`src/rtl/inc_check_pkg.sv`:
```
// Shared types and constants for the inc_check counter-increment checker.
// The optional error counter is enabled by defining INC_CHECK_ERRCNT_EN.
package inc_check_pkg;

    localparam int CNT_W   = 16;
    localparam int ERR_W   = 16;
    localparam int MATCH_W = 4;

    typedef enum logic [1:0] {
        ACQUIRE = 2'd0,
        TRACK   = 2'd1,
        FAULT   = 2'd2
    } state_e;

    // The sum is kept one bit wider so a sampled 16'hFFFF does not wrap before the modulus.
    function automatic logic [CNT_W-1:0] next_expected(
        input logic [CNT_W-1:0] cnt,
        input logic             en,
        input logic [CNT_W:0]   modulus
    );
        logic [CNT_W:0] sum;
        logic [CNT_W:0] rem;
        sum = {1'b0, cnt} + {{CNT_W{1'b0}}, 1'b1};
        rem = sum % modulus;
        if (en) begin
            return rem[CNT_W-1:0];
        end else begin
            return cnt;
        end
    endfunction

endpackage

```
`src/rtl/inc_check_errcnt.sv`:
```
// Saturating error-pulse counter for inc_check; cleared only by reset.
// Present only in builds that define INC_CHECK_ERRCNT_EN.
module inc_check_errcnt
    import inc_check_pkg::*;
(
    input  logic             clock,
    input  logic             reset,
    input  logic             inc,
    output logic [ERR_W-1:0] err_count
);

    logic [ERR_W-1:0] cnt_q;
    logic [ERR_W-1:0] cnt_d;

    // Next count: step on each pulse, hold at all-ones.
    always_comb begin
        cnt_d = cnt_q;
        if (inc && (cnt_q != {ERR_W{1'b1}})) begin
            cnt_d = cnt_q + {{(ERR_W-1){1'b0}}, 1'b1};
        end else begin
            cnt_d = cnt_q;
        end
    end

    // Counter register.
    always_ff @(posedge clock or negedge reset) begin
        if (!reset) begin
            cnt_q <= {ERR_W{1'b0}};
        end else begin
            cnt_q <= cnt_d;
        end
    end

    assign err_count = cnt_q;

endmodule

```
`src/rtl/inc_check.sv`:
```
// Checks that an external modulo-n counter steps by one per enabled cycle.
// Define INC_CHECK_ERRCNT_EN to include the saturating err_count register.
module inc_check
    import inc_check_pkg::*;
#(
    parameter int n    = 8,
    parameter int LOCK = 4
) (
    input  logic             clock,
    input  logic             reset,
    input  logic             enable,
    input  logic [CNT_W-1:0] count,
    input  logic             clear,
    output logic             locked,
    output logic             error,
    output logic [ERR_W-1:0] err_count
);

    localparam logic [CNT_W:0]   MOD    = (CNT_W+1)'(n);
    localparam logic [MATCH_W-1:0] LOCK_V = MATCH_W'(LOCK);

    state_e             state_q, state_d;
    logic [CNT_W-1:0]   cnt_q, cnt_d;
    logic               en_q, en_d;
    logic [MATCH_W-1:0] match_q, match_d;
    logic               locked_q, locked_d;
    logic               error_q, error_d;

    logic [CNT_W-1:0]   exp_s;
    logic               match_s;

    assign exp_s   = next_expected(cnt_q, en_q, MOD);
    assign match_s = ({1'b0, count} < MOD) && (count == exp_s);

    // State and sample registers.
    always_ff @(posedge clock or negedge reset) begin
        if (!reset) begin
            state_q  <= ACQUIRE;
            cnt_q    <= {CNT_W{1'b0}};
            en_q     <= 1'b0;
            match_q  <= {MATCH_W{1'b0}};
            locked_q <= 1'b0;
            error_q  <= 1'b0;
        end else begin
            state_q  <= state_d;
            cnt_q    <= cnt_d;
            en_q     <= en_d;
            match_q  <= match_d;
            locked_q <= locked_d;
            error_q  <= error_d;
        end
    end

    // Next-state: clear overrides everything, FAULT is sticky otherwise.
    always_comb begin
        state_d = state_q;
        if (clear) begin
            state_d = ACQUIRE;
        end else begin
            case (state_q)
                ACQUIRE: state_d = TRACK;
                TRACK: begin
                    if (match_s) begin
                        state_d = TRACK;
                    end else begin
                        state_d = FAULT;
                    end
                end
                FAULT:   state_d = FAULT;
                default: state_d = ACQUIRE;
            endcase
        end
    end

    // Outputs and match streak; the samples are taken every cycle regardless of state.
    always_comb begin
        cnt_d   = count;
        en_d    = enable;
        match_d = {MATCH_W{1'b0}};
        if (clear) begin
            match_d = {MATCH_W{1'b0}};
        end else begin
            case (state_q)
                TRACK: begin
                    if (match_s && (match_q == LOCK_V)) begin
                        match_d = match_q;
                    end else if (match_s) begin
                        match_d = match_q + {{(MATCH_W-1){1'b0}}, 1'b1};
                    end else begin
                        match_d = {MATCH_W{1'b0}};
                    end
                end
                default: match_d = {MATCH_W{1'b0}};
            endcase
        end
        locked_d = (state_d == TRACK) && (match_d == LOCK_V);
        error_d  = !clear && (state_q == TRACK) && !match_s;
    end

    assign locked = locked_q;
    assign error  = error_q;

`ifdef INC_CHECK_ERRCNT_EN
    inc_check_errcnt u_errcnt (
        .clock     (clock),
        .reset     (reset),
        .inc       (error_d),
        .err_count (err_count)
    );
`else
    assign err_count = {ERR_W{1'b0}};
`endif

endmodule

```
`config.mk`:
```
export PLATFORM = sky130hd
export DESIGN_NAME = inc_check
export DESIGN_NICKNAME = d
export VERILOG_FILES = /design/src/rtl/inc_check_pkg.sv /design/src/rtl/inc_check_errcnt.sv /design/src/rtl/inc_check.sv
export SDC_FILE = /design/constraint.sdc
export NUM_CORES = 1
export LEC_CHECK = 0
export CORE_MARGIN = 3
export CORE_UTILIZATION = 46
export DETAILED_ROUTE_END_ITERATION = 6
export GPL_TIMING_DRIVEN = 0
export HOLD_SLACK_MARGIN = 0.06
export PLACE_DENSITY = 0.78
export SLEW_MARGIN = 5
export SYNTH_ARGS = -nofsm -noshare
export SYNTH_HDL_FRONTEND = slang
export SYNTH_SLANG_ARGS = --single-unit
```
`constraint.sdc`:
```
create_clock -name clock -period 1.7 [get_ports clock]
set_input_delay 0.17 -clock clock [delete_from_list [all_inputs] [get_ports clock]]
set_output_delay 0.17 -clock clock [all_outputs]
set_load 0.02 [all_outputs]
```
* After elaboration in Yosys (flattened, before gate mapping)
Cells that the tools add are included.
Word-level totals: flip-flop bits (word level) 25, input port bits 20
Cells by class: add/subtract/negate cells 2, order comparisons 1, equality and inequality tests 6, muxes and demuxes 8, reduce and logical (&&, ||, !) cells 8
Operator list (count):
- $eq 16x16->1 | 1
- $lt 16x4->1 const B | 1
- $mux 16 | 1
- $mux 4 | 4
- $eq 4x3->1 const B | 2
- $pmux 2 s3 | 1
- $logic_and 1x1->1 | 5
- $add 4x1->4 const B | 1
- $eq 2x1->1 const B | 2
- $mux 2 | 2
- $add 3x1->3 const B | 1
- $eq 2x2->1 const B | 1
- $logic_not 1->1 | 2
- $logic_not 2->1 | 1

* Logic depth before layout (Yosys ltp)
Gate-level depths: netlist of the first run.
word-level depth 10, mapped depth 7, mapped depth without buffers 7

* Least setup slack after synthesis of the first run
OpenSTA, ideal clock, no wires.
kind register to register, start reg match_q[0], end reg locked_q, in the netlist locked, library setup time 0.087 ns, arrival time 1.406 ns, data required time 1.613 ns, path slack 0.208 ns, cell stages (with the launch flop) 8, path through dfrtp_1 inv_1 ha_1 nand2b_1 nand3b_1 a211oi_1 o21ai_0 a211oi_2
Between the ends: word-level cells in the longest chain between the ends 7, elaborated cells between the ends (all ways) 9, those cells by class 1 x add/sub; 2 x eq/ne; 4 x mux; 2 x reduce/logical
RTL lines:
- start, declared | RTL line inc_check.sv:25 | logic [MATCH_W-1:0] match_q, match_d;
- start signal, assigned | RTL line inc_check.sv:41 | match_q <= {MATCH_W{1'b0}};
- start signal, assigned | RTL line inc_check.sv:48 | match_q <= match_d;
- $add 4x1->4 / $eq 4x3->1 (equally long branches) | RTL line inc_check.sv:88, inc_check.sv:85
- $mux 4 / $logic_and 1x1->1 (equally long branches) | RTL line inc_check.sv:87, inc_check.sv:85
- $mux 4 (*) | RTL line inc_check.sv:85 | if (match_s && (match_q == LOCK_V)) begin
- $mux 4 (*) | RTL line inc_check.sv:83 | case (state_q)
- $mux 4 (*) | RTL line inc_check.sv:80 | if (clear) begin
- $eq 4x3->1 (*) | RTL line inc_check.sv:96 | locked_d = (state_d == TRACK) && (match_d == LOCK_V);
- $logic_and 1x1->1 (*) | RTL line inc_check.sv:96
- named net locked_d | RTL line inc_check.sv:26 | logic locked_q, locked_d;
- end signal, assigned | RTL line inc_check.sv:49 | locked_q <= locked_d;
- end, declared | RTL line inc_check.sv:26
The timed path passes the listed nets; every way through them passes the cells marked *.

* Worst setup path after layout of the first run
start reg cnt_q[2], end reg state_q[1]
Between the ends: word-level cells in the longest chain between the ends 7
RTL lines:
- start, declared | RTL line inc_check.sv:23 | logic [CNT_W-1:0] cnt_q, cnt_d;
- start signal, assigned | RTL line inc_check.sv:39 | cnt_q <= {CNT_W{1'b0}};
- start signal, assigned | RTL line inc_check.sv:46 | cnt_q <= cnt_d;
- $add 3x1->3 | RTL line inc_check_pkg.sv:23 | sum = {1'b0, cnt} + {{CNT_W{1'b0}}, 1'b1};
- $mux 16 (*) | RTL line inc_check_pkg.sv:25 | if (en) begin
- $eq 16x16->1 (*) | RTL line inc_check.sv:33 | assign match_s = ({1'b0, count} < MOD) && (count == exp_s);
- $logic_and 1x1->1 (*) | RTL line inc_check.sv:33
- $mux 2 (*) | RTL line inc_check.sv:63 | if (match_s) begin
- $pmux 2 s3 (*) | RTL line inc_check.sv:60 | case (state_q)
- $mux 2 (*) | RTL line inc_check.sv:57 | if (clear) begin
- named net state_d[1] | RTL line inc_check.sv:22 | state_e state_q, state_d;
- end signal, assigned | RTL line inc_check.sv:45 | state_q <= state_d;
- end, declared | RTL line inc_check.sv:22
Marks and branches as above.

==> results of run 1 <==
==> repair_timing <==
action | 4_1_cts | 5_1_grt
pin swaps | 0 | 7
setup buffers | 1 | 4
endpoints found under the hold margin | 0 | 0
gates resized for setup | 0 | 14
setup endpoints to repair | 1 | 6
==> worst paths after layout <==
kind                            slack, ps          to
min in group asynchronous             430    cnt_q[8]
worst min-delay path                  280        en_q
worst min register to register        520  state_q[0]
worst max-delay path                   40  state_q[1]
max in group asynchronous             620   cnt_q[13]
worst max register to register         40  state_q[1]
==> layout make-up <==
type / instances / area [sq um]
timing repair buffer: 26 / 247.7
fill: 213 / 859.6
tap: 30 / 37.54
inverter: 4 / 15.01
clock buffer: 4 / 26.28
sequential: 25 / 625.6
multi-input combinational: 85 / 601.8
buffer: 17 / 131.4
==> state kept, by name, summed over array words and instances, names as in the netlist <==
name,count
cnt_q,16
en_q,1
error,1
locked,1
match_q,4
state_q,2
==> through the flow <==
step	TNS, ps	util	cells	hold slack, ps	setup WS (ps)
2_1_floorplan	0	-	131	-125.6	207.6
3_3_place_gp	-1372	0.6160	182	469.7	-200.5
3_5_place_dp	-1824	0.6160	182	492.2	-250.7
4_1_cts	0	0.6293	187	270.5	36.20
5_1_grt	-47.97	0.6622	191	253.8	-31.83
6_report	0	0.6622	191	277.3	39.84
==> worst reg2reg max path, delay by kind of cell (launching register included) <==
kind                      cells  cell delay, ps
AOI/OAI and AO/OA             3             800
xor gates and xnor gates      1             160
DFF                           1             420
and+or+nand+nor               1             200
==> metal layers <==
metal / vias to the layer above / global-route usage / wire length, um
met3: 4 / 0.02851 / 110
met1: 436 / 0.1781 / 1019
met5: - / 0 / 0
met2: 19 / 0.2648 / 1402
li1: 461 / - / -
met4: 0 / 0.04967 / 25
==> cell families (layout without fill, tap and decap cells) <==
kind of cell               after synthesis  count (layout)  synth area share
muxes                                    1               1          0.007921
and+or+nand+nor                         39              39            0.1852
adders and majority gates                3               3           0.02971
DFF                                     25              25            0.4950
AOI/OAI and AO/OA                       17              17            0.1059
xor gates and xnor gates                 9               9           0.06238
buffers and inverters                   21              51            0.1109
other                                    1              16          0.002967
==> layout by cell type (no fill, tap or decap), types with 2 or more instances in the layout <==
master           netlist  layout
dfrtp_1               25      25
o21ai_1                1       3
ha_1                   3       2
nor3_2                 1       5
conb_1                 1      16
nor4_2                 0       2
nor3_1                 7       3
nand2_1                2       2
clkdlybuf4s50_1        0      21
clkbuf_4               0       3
nand4_1                2       2
xnor2_1                6       5
nor2_1                 9       9
o21ai_0                5       3
xor2_1                 3       3
nand3_1                2       2
nor2b_1                3       3
nand2b_1               5       5
inv_1                  4       4
a211oi_2               1       2
buf_4                 16      21
==> where the power goes <==
part	switching, W	internal (W)
clock network	0.000175	0.0000917
logic	0.000113	0.000115
registers	0.0000194	0.000626
total	0.000307	0.000833
==> results.py, run 1 <==
metrics = {
    "run_status": {
        "status": "completed",
    },
    "global_route": {
        "grt_max_degree": 26,
        "grt_overflow_total": 0,
        "gr-usage-all-layers": 0.1485,
        "grt_pass1_wl_um": 3898,
        "grt_pass1_vias": 857,
        "antenna_found_initial": 0,
    },
    "run": {
        "cap_violations": 0,
    },
    "sta": {
        "setup_viol": 0,
        "finalMaxSlewViolations": 0,
        "post-route-period-util": 0.9766,
        "rsz0062_at_grt": "true",
        "tightest_slew_ps": 1100,
        "hold_violations": 0,
        "clock_skew_ps": 3.084,
        "period_needed_ps": 1660,
        "fmax_ghz": 0.6024,
        "slew_headroom": 0.2642,
    },
    "synthesis": {
        "ys_ff_latch": 25,
        "synth_edf_count": 0,
        "synth_most_common_cell": "dfrtp_1",
        "avgSynthCellArea_sq_um": 10.89,
        "synthFlopType": "dfrtp_1",
        "synthArstFlopShare": 1.000,
        "yosysTopAreaCell": "dfrtp_1",
        "synth_warnings": 0,
        "synthTopCellsByCount": "dfrtp_1 (25), buf_4 (16), nor2_1 (9)",
        "ys_seq_area_frac": 0.4950,
        "yosysTopAreaCellShare": 0.4950,
        "yosys-top-cells-area": "dfrtp_1 (50%), buf_4 (9.5%), xnor2_1 (4.2%)",
        "synth_cells": 116,
        "synth_area_sq_um": 1264,
        "ys_types": 36,
    },
    "worst_setup_path": {
        "worst-path-stages": 5,
        "worstPathArrival_ps": 1880,
        "path_cells": "xnor2_2, a2111oi_2, a21o_2, nand4_4, o21a_1",
        "r2r_start": "cnt_q[2]",
        "crit_fanout": 8,
        "rr_worst_depth": 5,
        "cp-start-kind": "flop",
        "critPathBufInv": 0,
        "slowest_stage": "dfrtp_1",
        "worstSetupPathType": "flop to flop",
        "required_ps": 1920,
        "critPathLaunch": "cnt_q[2]",
        "worstSetupEndpointType": "flop",
        "cpPeakStageDelay_ps": 420,
        "cp_top_family": "compound AO/OA/AOI/OAI gates",
    },
    "final_layout": {
        "syn_to_final_growth_pct": 33.37,
        "fin_area_sq_um": 1685,
        "final_nets": 185,
        "drive_gt1_frac": 0.2484,
        "diodes": 0,
    },
    "die": {
        "core_area_sq_um": 2545,
        "initial_core_util": 0.4966,
        "placementRows": 18,
        "dieArea_sq_um": 3412,
        "die_w_um": 58.42,
        "io_pins": 38,
        "die_h_um": 58.42,
    },
    "route": {
        "num_vias": 920,
        "first_iter_violations": 19,
        "antenna_left": 0,
        "dr.pass1.iters": 4,
        "drt-total-wl_um": 2557,
        "via_per_inst": 4.817,
        "wire_per_inst_um": 13.39,
        "drcViolationCount": 0,
    },
    "clock_network": {
        "clock_path_buffers": 2,
        "clock-sinks": 25,
        "ctsRootBufferMaster": "clkbuf_4",
        "tritoncts": "yes",
        "cts_hold_buffers": 0,
        "clk_pin_slew_worst_paths_ps": 130,
        "cts_inserted_buffers": 3,
        "htree_levels": 1,
        "clock_latency_ps": 310,
    },
    "placed_design": {
        "io_buffer_count": 21,
        "gp_congestion": 0.8631,
        "place_area_sq_um": 1568,
        "hpwl_um": 1822,
    },
    "worst_hold_path": {
        "hp-class": "input port to flop",
        "min_path_cells": 1,
        "holdCritStartpoint": "enable",
    },
    "power": {
        "ir_worst_vdd_uv": 597.2,
        "total_power_w": 0.001140,
        "p_leak_nw": 0.7388,
        "powerDensity_nw_per_um2": 676.5,
    },
}
Power figures use the tool's default switching activity.
==> run 2, diff against run 1 <==
--- a/config.mk
+++ b/config.mk
@@ -5,6 +5,7 @@
 export SDC_FILE = /design/constraint.sdc
 export NUM_CORES = 1
 export LEC_CHECK = 0
+export CAP_MARGIN = 20
 export CORE_MARGIN = 3
 export CORE_UTILIZATION = 46
 export DETAILED_ROUTE_END_ITERATION = 6
==> run 2 against run 1 <==
- count of clock-buffer cells in the layout did not move
- critical path depth unchanged
- global-route usage unchanged
- register-to-register slack about the same
- die area stayed put
- maximum frequency rose by 0.25%
- highest routed layer unchanged
- largest power group unchanged
- critical endpoint unchanged
- worst setup slack better by 4.1 ps
- clock skew grew 2.5 ps
==> results.py, run 2 (synthesized netlist as in run 1, its figures left out) <==
metrics = {
    "placed_design": {
        "dp_cells": 182,
        "io_buffer_count": 21,
        "hpwl_um": 1822,
        "gp_congestion": 0.8631,
    },
    "clock_network": {
        "clock_path_buffers": 2,
        "clock-sinks": 25,
        "cts_inserted_buffers": 3,
        "cts_hold_buffers": 0,
        "clock_latency_ps": 320,
        "ctsRootBufferMaster": "clkbuf_4",
        "htree_levels": 1,
        "tritoncts": "yes",
        "clk_pin_slew_worst_paths_ps": 140,
    },
    "final_layout": {
        "top_register": "cnt_q",
        "diodes": 0,
        "fillCellCount": 207,
        "reg.largest.list": "cnt_q x16, match_q x4, state_q x2",
        "drive_gt1_frac": 0.2547,
        "instances_no_fill": 191,
        "final_common_cell": "dfrtp_1",
        "largest_reg_flops": 16,
        "syn_to_final_growth_pct": 34.75,
        "final_nets": 185,
        "final_cell_mix": "dfrtp_1 (24), buf_4 (21), clkdlybuf4s50_1 (21), conb_1 (16), nor2_1 (9)",
    },
    "sta": {
        "setup_viol": 0,
        "slew_headroom": 0.6617,
        "clock_skew_ps": 5.575,
        "tightest_slew_ps": 505.9,
        "post-route-period-util": 0.9742,
        "finalMaxSlewViolations": 0,
        "hold_violations": 0,
        "period_needed_ps": 1656,
        "fmax_ghz": 0.6038,
        "tns_ps": 0,
    },
    "power": {
        "p_leak_nw": 0.7445,
        "switching_share": 0.2703,
        "p_int_w": 0.0008372,
        "p_clk_frac": 0.234,
        "p_sw_w": 0.0003102,
        "powerDensity_nw_per_um2": 673.8,
        "p_seq_frac": 0.565,
        "ir_worst_vdd_uv": 603.9,
        "combPwrFrac": 0.201,
        "total_power_w": 0.001147,
    },
    "die": {
        "placementRows": 18,
        "dieArea_sq_um": 3412,
        "core_area_sq_um": 2545,
        "die_w_um": 58.42,
        "die_h_um": 58.42,
        "io_pins": 38,
        "initial_core_util": 0.4966,
    },
    "route": {
        "dr.pass1.iters": 3,
        "drcViolationCount": 0,
        "wire_per_inst_um": 13.38,
        "num_vias": 908,
        "antenna_left": 0,
        "drt-total-wl_um": 2555,
        "first_iter_violations": 12,
        "via_per_inst": 4.754,
    },
    "worst_hold_path": {
        "hp-class": "input port to asynchronous set/reset pin",
    },
    "global_route": {
        "grt_pass1_vias": 857,
        "antenna_found_initial": 0,
        "grt_max_degree": 26,
        "grt_overflow_total": 0,
        "gr-usage-all-layers": 0.1485,
        "grt_pass1_wl_um": 3898,
    },
    "worst_setup_path": {
        "worstSetupPathType": "flop to flop",
        "path_cells": "xnor2_2, a2111oi_2, a21o_2, nand4_4, o21a_1",
        "cp-start-kind": "flop",
        "slowest_stage": "dfrtp_1",
        "worstSetupEndpointType": "flop",
        "crit_fanout": 8,
        "worstPathArrival_ps": 1880,
        "cpPeakStageDelay_ps": 420,
        "required_ps": 1930,
    },
    "run_status": {
        "status": "completed",
    },
    "run": {
        "cap_violations": 0,
    },
}
-- run 2: cell counts in the layout (fill, tap and decap cells not counted) --
No cell type changed its count.
-- run 2: worst max-delay path: cells and delay by family, from the launching register on --
family,cells,cell delay [ps]
compound gates,3,780
flops,1,420
xor+xnor,1,160
simple gates,1,200
-- run 2: repair_timing --
item,in CTS,in global routing
resized for setup,0,12
gates cloned,0,0
pin swaps,0,6
setup buffers,1,4
setup endpoints to repair,1,6
-- run 2: through the flow --
stage	area [sq um]	setup slack [ps]	hold slack, ps	utilization
after CTS	1602	36.20	270.5	0.6293
after floorplan	1320	207.6	-125.6	-
after global routing	1703	-32.04	178.2	0.6691
after global placement	1568	-200.5	469.7	0.6160
final	1703	43.91	174.8	0.6691
after detailed placement	1568	-250.7	492.2	0.6160
-- run 2: cell type report --
type / instances / area [sq um] / share of cell area
Timing Repair Buffer: 27 / 275.3 / 0.1616
Sequential cell: 25 / 626.9 / 0.3681
Buffer: 16 / 120.1 / 0.07054
Clock buffer: 4 / 26.28 / 0.01543
Tap cell: 30 / 37.54 / 0.02204
Inverter: 4 / 15.01 / 0.008817
Multi-Input combinational cell: 85 / 601.8 / 0.3534
-- run 2: layer usage --
layer / GRT usage / vias to the layer above / wire, um
met5: 0 / - / 0
met4: 0.04967 / 0 / 9
met3: 0.02851 / 2 / 126
met2: 0.2648 / 21 / 1383
met1: 0.1781 / 426 / 1035
li1: - / 459 / -
-- run 2: path summary, 6_finish.rpt --
check | cells past startpoint | slack [ps] | from | to
min | 1 | 170 | reset | cnt_q[12]
min reg2reg | 1 | 540 | state_q[0] | state_q[0]
min in group clock | 1 | 270 | enable | en_q
max | 5 | 40 | cnt_q[2] | state_q[1]
max reg2reg | 5 | 40 | cnt_q[2] | state_q[1]
max in group asynchronous | 2 | 1070 | reset | en_q
-- run 2: power groups by stage --
stage / sequential, W / combinational [W] / clock (W)
5_1_grt: 0.000651 / 0.000251 / 0.000306
6_report: 0.000648 / 0.000231 / 0.000269
4_1_cts: 0.000645 / 0.000215 / 0.000276
2_1_floorplan: 0.000655 / 0.000127 / 0
3_3_place_gp: 0.000653 / 0.000211 / 0
3_5_place_dp: 0.000656 / 0.000213 / 0
